`src/rtl/mips_fetch_stage.sv`:
```
// mips_fetch_stage: IF stage owning the PC, a single-outstanding imem handshake and the IF/ID register.
// Ports:
//   clk, reset (async, active-low)
//   stall_i, redirect_i, redirect_pc_i    : hazard stall and branch/jump redirect from later stages
//   imem_req_o, imem_addr_o               : fetch request and word address
//   imem_ready_i, imem_rdata_i            : transaction completes when req and ready are both high
//   ifid_valid_o/instr_o/pc_o/pc4_o       : IF/ID pipeline register
//   current_pc_o                          : fetch PC register
module mips_fetch_stage #(
    parameter logic [31:0] RESET_PC = 32'h0000_0000,
    parameter logic [31:0] PC_INC   = 32'd4
) (
    input  logic        clk,
    input  logic        reset,
    input  logic        stall_i,
    input  logic        redirect_i,
    input  logic [31:0] redirect_pc_i,
    output logic        imem_req_o,
    output logic [31:0] imem_addr_o,
    input  logic        imem_ready_i,
    input  logic [31:0] imem_rdata_i,
    output logic        ifid_valid_o,
    output logic [31:0] ifid_instr_o,
    output logic [31:0] ifid_pc_o,
    output logic [31:0] ifid_pc4_o,
    output logic [31:0] current_pc_o
);
    localparam logic [1:0] FETCH = 2'd0;
    localparam logic [1:0] DRAIN = 2'd1;
    localparam logic [1:0] HOLD  = 2'd2;
    logic [1:0]  state_q, state_d;
    logic [31:0] pc_q, pc_d, drain_addr_q, drain_addr_d;
    logic [31:0] skid_instr_q, skid_instr_d, skid_pc_q, skid_pc_d;
    logic        ifid_valid_q, ifid_valid_d;
    logic [31:0] ifid_instr_q, ifid_instr_d, ifid_pc_q, ifid_pc_d, ifid_pc4_q, ifid_pc4_d;
    logic [31:0] target, pc_next;
    assign target       = redirect_pc_i & 32'hFFFF_FFFC;
    assign pc_next      = pc_q + PC_INC;
    // req drops combinationally with reset so an in-flight request is abandoned immediately
    assign imem_req_o   = reset && state_q != HOLD;
    // while draining, the request already on the bus must keep its address until accepted
    assign imem_addr_o  = state_q == DRAIN ? drain_addr_q : pc_q;
    assign ifid_valid_o = ifid_valid_q;
    assign ifid_instr_o = ifid_instr_q;
    assign ifid_pc_o    = ifid_pc_q;
    assign ifid_pc4_o   = ifid_pc4_q;
    assign current_pc_o = pc_q;
    always_comb begin
        state_d      = state_q;
        pc_d         = pc_q;
        drain_addr_d = drain_addr_q;
        skid_instr_d = skid_instr_q;
        skid_pc_d    = skid_pc_q;
        ifid_valid_d = ifid_valid_q;
        ifid_instr_d = ifid_instr_q;
        ifid_pc_d    = ifid_pc_q;
        ifid_pc4_d   = ifid_pc4_q;
        case (state_q)
            FETCH: begin
                if (redirect_i) begin
                    pc_d         = target;
                    ifid_valid_d = 1'b0;
                    if (!imem_ready_i) begin
                        drain_addr_d = pc_q;
                        state_d      = DRAIN;
                    end
                end else if (imem_ready_i) begin
                    pc_d = pc_next;
                    if (stall_i) begin
                        // response arrived while decode is frozen: park it in the skid
                        skid_instr_d = imem_rdata_i;
                        skid_pc_d    = pc_q;
                        state_d      = HOLD;
                    end else begin
                        ifid_valid_d = 1'b1;
                        ifid_instr_d = imem_rdata_i;
                        ifid_pc_d    = pc_q;
                        ifid_pc4_d   = pc_next;
                    end
                end else if (!stall_i) begin
                    ifid_valid_d = 1'b0;
                end
            end
            DRAIN: begin
                if (redirect_i) pc_d = target;
                if (imem_ready_i) state_d = FETCH;
            end
            HOLD: begin
                if (redirect_i) begin
                    pc_d         = target;
                    ifid_valid_d = 1'b0;
                    state_d      = FETCH;
                end else if (!stall_i) begin
                    ifid_valid_d = 1'b1;
                    ifid_instr_d = skid_instr_q;
                    ifid_pc_d    = skid_pc_q;
                    ifid_pc4_d   = skid_pc_q + PC_INC;
                    state_d      = FETCH;
                end
            end
            default: state_d = FETCH;
        endcase
    end
    always_ff @(posedge clk or negedge reset) begin
        if (!reset) begin
            state_q      <= FETCH;
            pc_q         <= RESET_PC & 32'hFFFF_FFFC;
            drain_addr_q <= '0;
            skid_instr_q <= '0;
            skid_pc_q    <= '0;
            ifid_valid_q <= 1'b0;
            ifid_instr_q <= '0;
            ifid_pc_q    <= '0;
            ifid_pc4_q   <= '0;
        end else begin
            state_q      <= state_d;
            pc_q         <= pc_d;
            drain_addr_q <= drain_addr_d;
            skid_instr_q <= skid_instr_d;
            skid_pc_q    <= skid_pc_d;
            ifid_valid_q <= ifid_valid_d;
            ifid_instr_q <= ifid_instr_d;
            ifid_pc_q    <= ifid_pc_d;
            ifid_pc4_q   <= ifid_pc4_d;
        end
    end
endmodule

```
`config.mk`:
```
export PLATFORM = sky130hd
export DESIGN_NAME = mips_fetch_stage
export DESIGN_NICKNAME = d
export VERILOG_FILES = /design/src/rtl/mips_fetch_stage.sv
export SDC_FILE = /design/constraint.sdc
export NUM_CORES = 1
export LEC_CHECK = 0
export ABC_CLOCK_PERIOD_IN_PS = 3200
export CAP_MARGIN = 10
export CORE_MARGIN = 8
export CORE_UTILIZATION = 50
export DETAILED_ROUTE_END_ITERATION = 16
export PLACE_DENSITY = 0.78
export SLEW_MARGIN = 20
export SYNTH_ARGS = -nofsm -noshare
export SYNTH_HDL_FRONTEND = slang
export SYNTH_SLANG_ARGS = --single-unit
```
`constraint.sdc`:
```
create_clock -name clk -period 3.2 [get_ports clk]
set_clock_uncertainty 0.2 [all_clocks]
set_input_delay 0.8 -clock clk [delete_from_list [all_inputs] [get_ports clk]]
set_output_delay 0.8 -clock clk [all_outputs]
set_load 0.1 [all_outputs]
```
== Word level (Yosys, flattened, before mapping) ==
Index checks and enable logic that the tools add are counted.

* Input port bits: 69
* Logic and storage cells: 76
* Register bits: 227

* Bitwise operators: 2
* Add/sub/neg operators: 2
* Muxes and demuxes: 37
* Eq/ne operators: 15
* Reduce and logical (&&, ||, !) cells: 11

{| class="wikitable"
|+ Operators by type and width
! cell !! count
|-
| $mux W32 || 19
|-
| $pmux W32 S2 || 4
|-
| $add A32 B3 Y32 const B || 2
|-
| $mux W2 || 7
|-
| $ne A2 B2 Y1 const B || 7
|-
| $ne A3 B3 Y1 const B || 4
|-
| $pmux W2 S3 || 1
|-
| $reduce_and A3 Y1 || 2
|-
| $reduce_and A6 Y1 || 1
|-
| $mux W1 || 5
|-
| $reduce_and A5 Y1 || 1
|-
| $ne A4 B4 Y1 const B || 1
|-
| $reduce_and A4 Y1 || 1
|-
| $reduce_bool A2 Y1 || 2
|-
| $eq A2 B1 Y1 const B || 1
|-
| $eq A2 B2 Y1 const B || 1
|-
| $logic_not A2 Y1 || 1
|-
| $ne A2 B1 Y1 const B || 1
|-
| $not A1 Y1 || 2
|-
| $pmux W1 S2 || 1
|-
| $reduce_and A2 Y1 || 1
|-
| $reduce_or A2 Y1 || 1
|-
| $logic_and A1 B1 Y1 || 1
|}

== Logic depth before layout (Yosys ltp) ==
* Word-level depth: 5
* Gate-level depth with buffers: 10
* Depth with buffers taken out: 7

== Least setup slack after synthesis ==
OpenSTA, ideal clock, no wires.

* Path type: reg2out
* Start point: reg pc_q[24], in the netlist current_pc_o[24]
* End point: out imem_addr_o[24]
* Path buffers: 1
* Arrival: 3.437 ns
* Path slack: -1.237 ns
* Cell stages (with the launch flop): 4
* Cell sequence: dfrtp_1 > clkbuf_1 > inv_1 > o21ai_0

* Word-level cells in the longest chain between the ends: 1

{| class="wikitable"
|+ Ends and longest elaborated chain
! what !! line !! RTL
|-
| from (decl) || 32 || <nowiki>logic [31:0] pc_q, pc_d, drain_addr_q, drain_addr_d;</nowiki>
|-
| from (signal assigned) || 107 || <nowiki>pc_q <= RESET_PC & 32'hFFFF_FFFC;</nowiki>
|-
| from (signal assigned) || 117 || <nowiki>pc_q <= pc_d;</nowiki>
|-
| $mux W32 || 42 || <nowiki>assign imem_addr_o = state_q == DRAIN ? drain_addr_q : pc_q;</nowiki>
|-
| to (decl) || 19 || <nowiki>output logic [31:0] imem_addr_o,</nowiki>
|}

No other way between the ends.

== Final worst setup path ==
* Start point: reg state_q[1]
* End point: out imem_addr_o[4]

* Word-level cells in the longest chain between the ends: 2

{| class="wikitable"
|+ Ends and longest elaborated chain
! what !! line !! RTL
|-
| from (decl) || 31 || <nowiki>logic [1:0] state_q, state_d;</nowiki>
|-
| from (signal assigned) || 116 || <nowiki>state_q <= state_d;</nowiki>
|-
| $eq A2 B1 Y1 || 42 ||
|-
| $mux W32 || 42 ||
|}

No other way between the ends.

==> qor.txt <==
Slew at the pin closest to its max-slew limit: 0.8012 ns
First drt pass iteration count: 5
Vias in the first global route: 8797
Commonest cells post-synth: dfrtp_1 (217), nand2_1 (148), o21ai_0 (117)
Cell Area, Synth: 11020 sq um
Ant. Diodes: 0
CP arrival: 2.10 ns
Max Slew Vio Count: 0
Startpoint Class: flip-flop
Synth Flop Type: dfrtp_1
# nets final: 1339
Cells after Synth: 1075
Top post-synthesis cells by area: dfrtp_1 (49%), mux2_2 (11%), mux2i_1 (6.6%), o21ai_0 (5.3%), nand2_1 (5.0%)
Full die area: 27050 sq um
DR top layer: met4
Slew margin rel.: 46.58%
Starting density of the core: 50.67%
Drt initial violations: 888
Wire length on met2: 14.40 mm
Ys async rst share: 100.0%
Total core area: 21760 sq um
CTS Buffer Depth: 3
Hold Path Cell Cnt: 2
Fin Hold WS: 0.2753 ns
Synthesized area per cell: 10.25 sq um
Maxcap violations: 0
Fmax: 0.3224 GHz
Cell with the most instances after synthesis: dfrtp_1
Worst hold path class: flip-flop to flip-flop
CP Class: flip-flop to primary output
Worst reg2reg path depth: 6
DR WL/cell: 20.00 microns
Tcrit/Tclk final: 96.93%
Ports: 231
DR WL met3: 2.919 mm
DP Area: 13580 sq um
Final Hold Vio Count: 0
WL final: 31.24 mm
Hold buffer count at CTS: 1
Crit path capture type: primary output
Number of port buffers: 220
Clk sinks: 217
Met1 wire length: 13.26 mm
Sequential area share after synthesis: 49.26%
Final setup fails: 0
Worst-Skew Late Latency: 0.51 ns
CP Max Fanout: 37
PostCTS Resize Cnt: 0
Period minus WS final: 3.102 ns
Synth warnings: 0
Largest net degree at the start of global routing: 110
Setup Fix Bufs, Post-CTS: 0
Critical Path RT: 2.20 ns
Area delta synth->final: 31.27%
GRT Resource Usage Total: 22.70%
Root Buffer Master: clkbuf_16
Post-synth top area share: 49.26%
Final HPWL DP: 22.33 mm
RSZ-0062 raised after global routing: no
Gpl congestion: 0.8774
Antenna violations before repair: 0
Post-synth top area cell: dfrtp_1
Avg Vias per Cell: 5.797
Die W: 164.5 microns
Via count: 9055
TritonCTS Buffers: 24
Library cells used by synthesis: 54
Status: completed
Drc violations: 0
Floorplan row count: 54
Fin area: 14470 sq um
Filler Cells Inserted: 1661
H-tree levels: 1
Global-route wire length before repair: 49.29 mm
Share of cells above drive strength 1: 28.16%
Post-route setup TNS: 0 ns
TritonCTS clock tree: done
Die height: 164.5 microns
Total gr overflow: 0
DRT antenna net count: 0
Post-synth EDFFs: 0
#FFs+latches synth: 217
Clock-pin slew on the worst setup and hold paths: 0.06 ns
## final timing paths
check,slack (ns),end,start
worst max-delay path,0.1,imem_addr_o[4],state_q[1]
min in group asynchronous,0.53,drain_addr_q[2],reset
max in group asynchronous,0.79,current_pc_o[14],reset
worst min-delay path,0.28,ifid_pc_o[18],ifid_pc_o[18]
worst max register to register,0.44,ifid_instr_o[20],state_q[0]
worst min register to register,0.28,ifid_pc_o[18],ifid_pc_o[18]
## cells by family (layout without fill, tap and decap cells)
logic type / Yosys count / after routing / synth area share [%]
AND/OR/NAND/NOR: 297 / 297 / 12.95
multiplexers: 178 / 178 / 17.36
XOR/XNOR: 41 / 41 / 3.258
AO/OA/AOI/OAI: 223 / 223 / 12.05
flip-flops: 217 / 217 / 49.26
adder cells (fa/ha/maj): 5 / 5 / 0.5675
other: 1 / 8 / 0.03402
buffers and inverters: 113 / 313 / 4.518
## placed cells by master (no fill, tap or decap), types with 4 or more instances in the layout
master / n
and4_1: 11
inv_1: 14
a2bb2oi_1: 12
or3_1: 4
o21ai_2: 6
mux2_2: 105
and3_1: 14
bufinv_16: 5
clkbuf_8: 4
nor2_1: 25
o21ai_0: 111
a21oi_1: 35
a221o_1: 4
dfrtp_1: 217
clkdlybuf4s50_1: 65
conb_1: 8
nand4_1: 15
nor3_1: 13
buf_12: 37
clkbuf_16: 25
mux2i_1: 73
xnor2_1: 29
nor4_1: 9
a31oi_1: 5
o221ai_1: 6
buf_4: 152
a22oi_1: 6
and2_1: 4
clkinv_2: 5
nand2_1: 148
o211ai_1: 7
or4_1: 5
o22ai_1: 11
xor2_1: 12
nand3_1: 32
## state kept, by name, indices dropped and copies added (netlist names)
register	flops
skid_pc_q	30
skid_instr_q	32
state_q	2
current_pc_o	30
ifid_pc4_o	30
ifid_valid_o	1
ifid_pc_o	30
drain_addr_q	30
ifid_instr_o	32
## critical path, stage by stage, from the launching register on
cell,delay (ns)
dfrtp_1,0.42
inv_1,0.11
ha_2,0.20
buf_12,0.22
mux2_2,0.41
buf_12,0.17
## cell type report
class,instances,area [sq um],share of cell area [%]
inverters,14,52.55,0.3632
flip-flops and latches,217,5430,37.53
well taps,280,350.3,2.421
clock inverters,12,191.4,1.323
clock buffers,31,688.2,4.756
multi-input cells,752,5200,35.94
repair buffers,256,2557,17.67
## routing by layer
metal	track usage, %	up-vias
li1	-	4197
met1	30.98	4453
met2	35.93	364
met3	5.284	41
met4	5.815	0
met5	0	-
## stage by stage
| stage | utilization [%] | setup WS [ns] | std cells |
|---|---|---|---|
| floorplan | - | 0.02813 | 1082 |
| global placement | 62.42 | 0.2595 | 1518 |
| detailed placement | 62.42 | 0.2400 | 1518 |
| CTS | 66.51 | 0.08069 | 1562 |
| global route | 66.51 | 0.02184 | 1562 |
| finish | 66.51 | 0.09822 | 1562 |
Power is not shown: default switching activity piles up to over one toggle a cycle in this logic, so the estimate is an artifact.
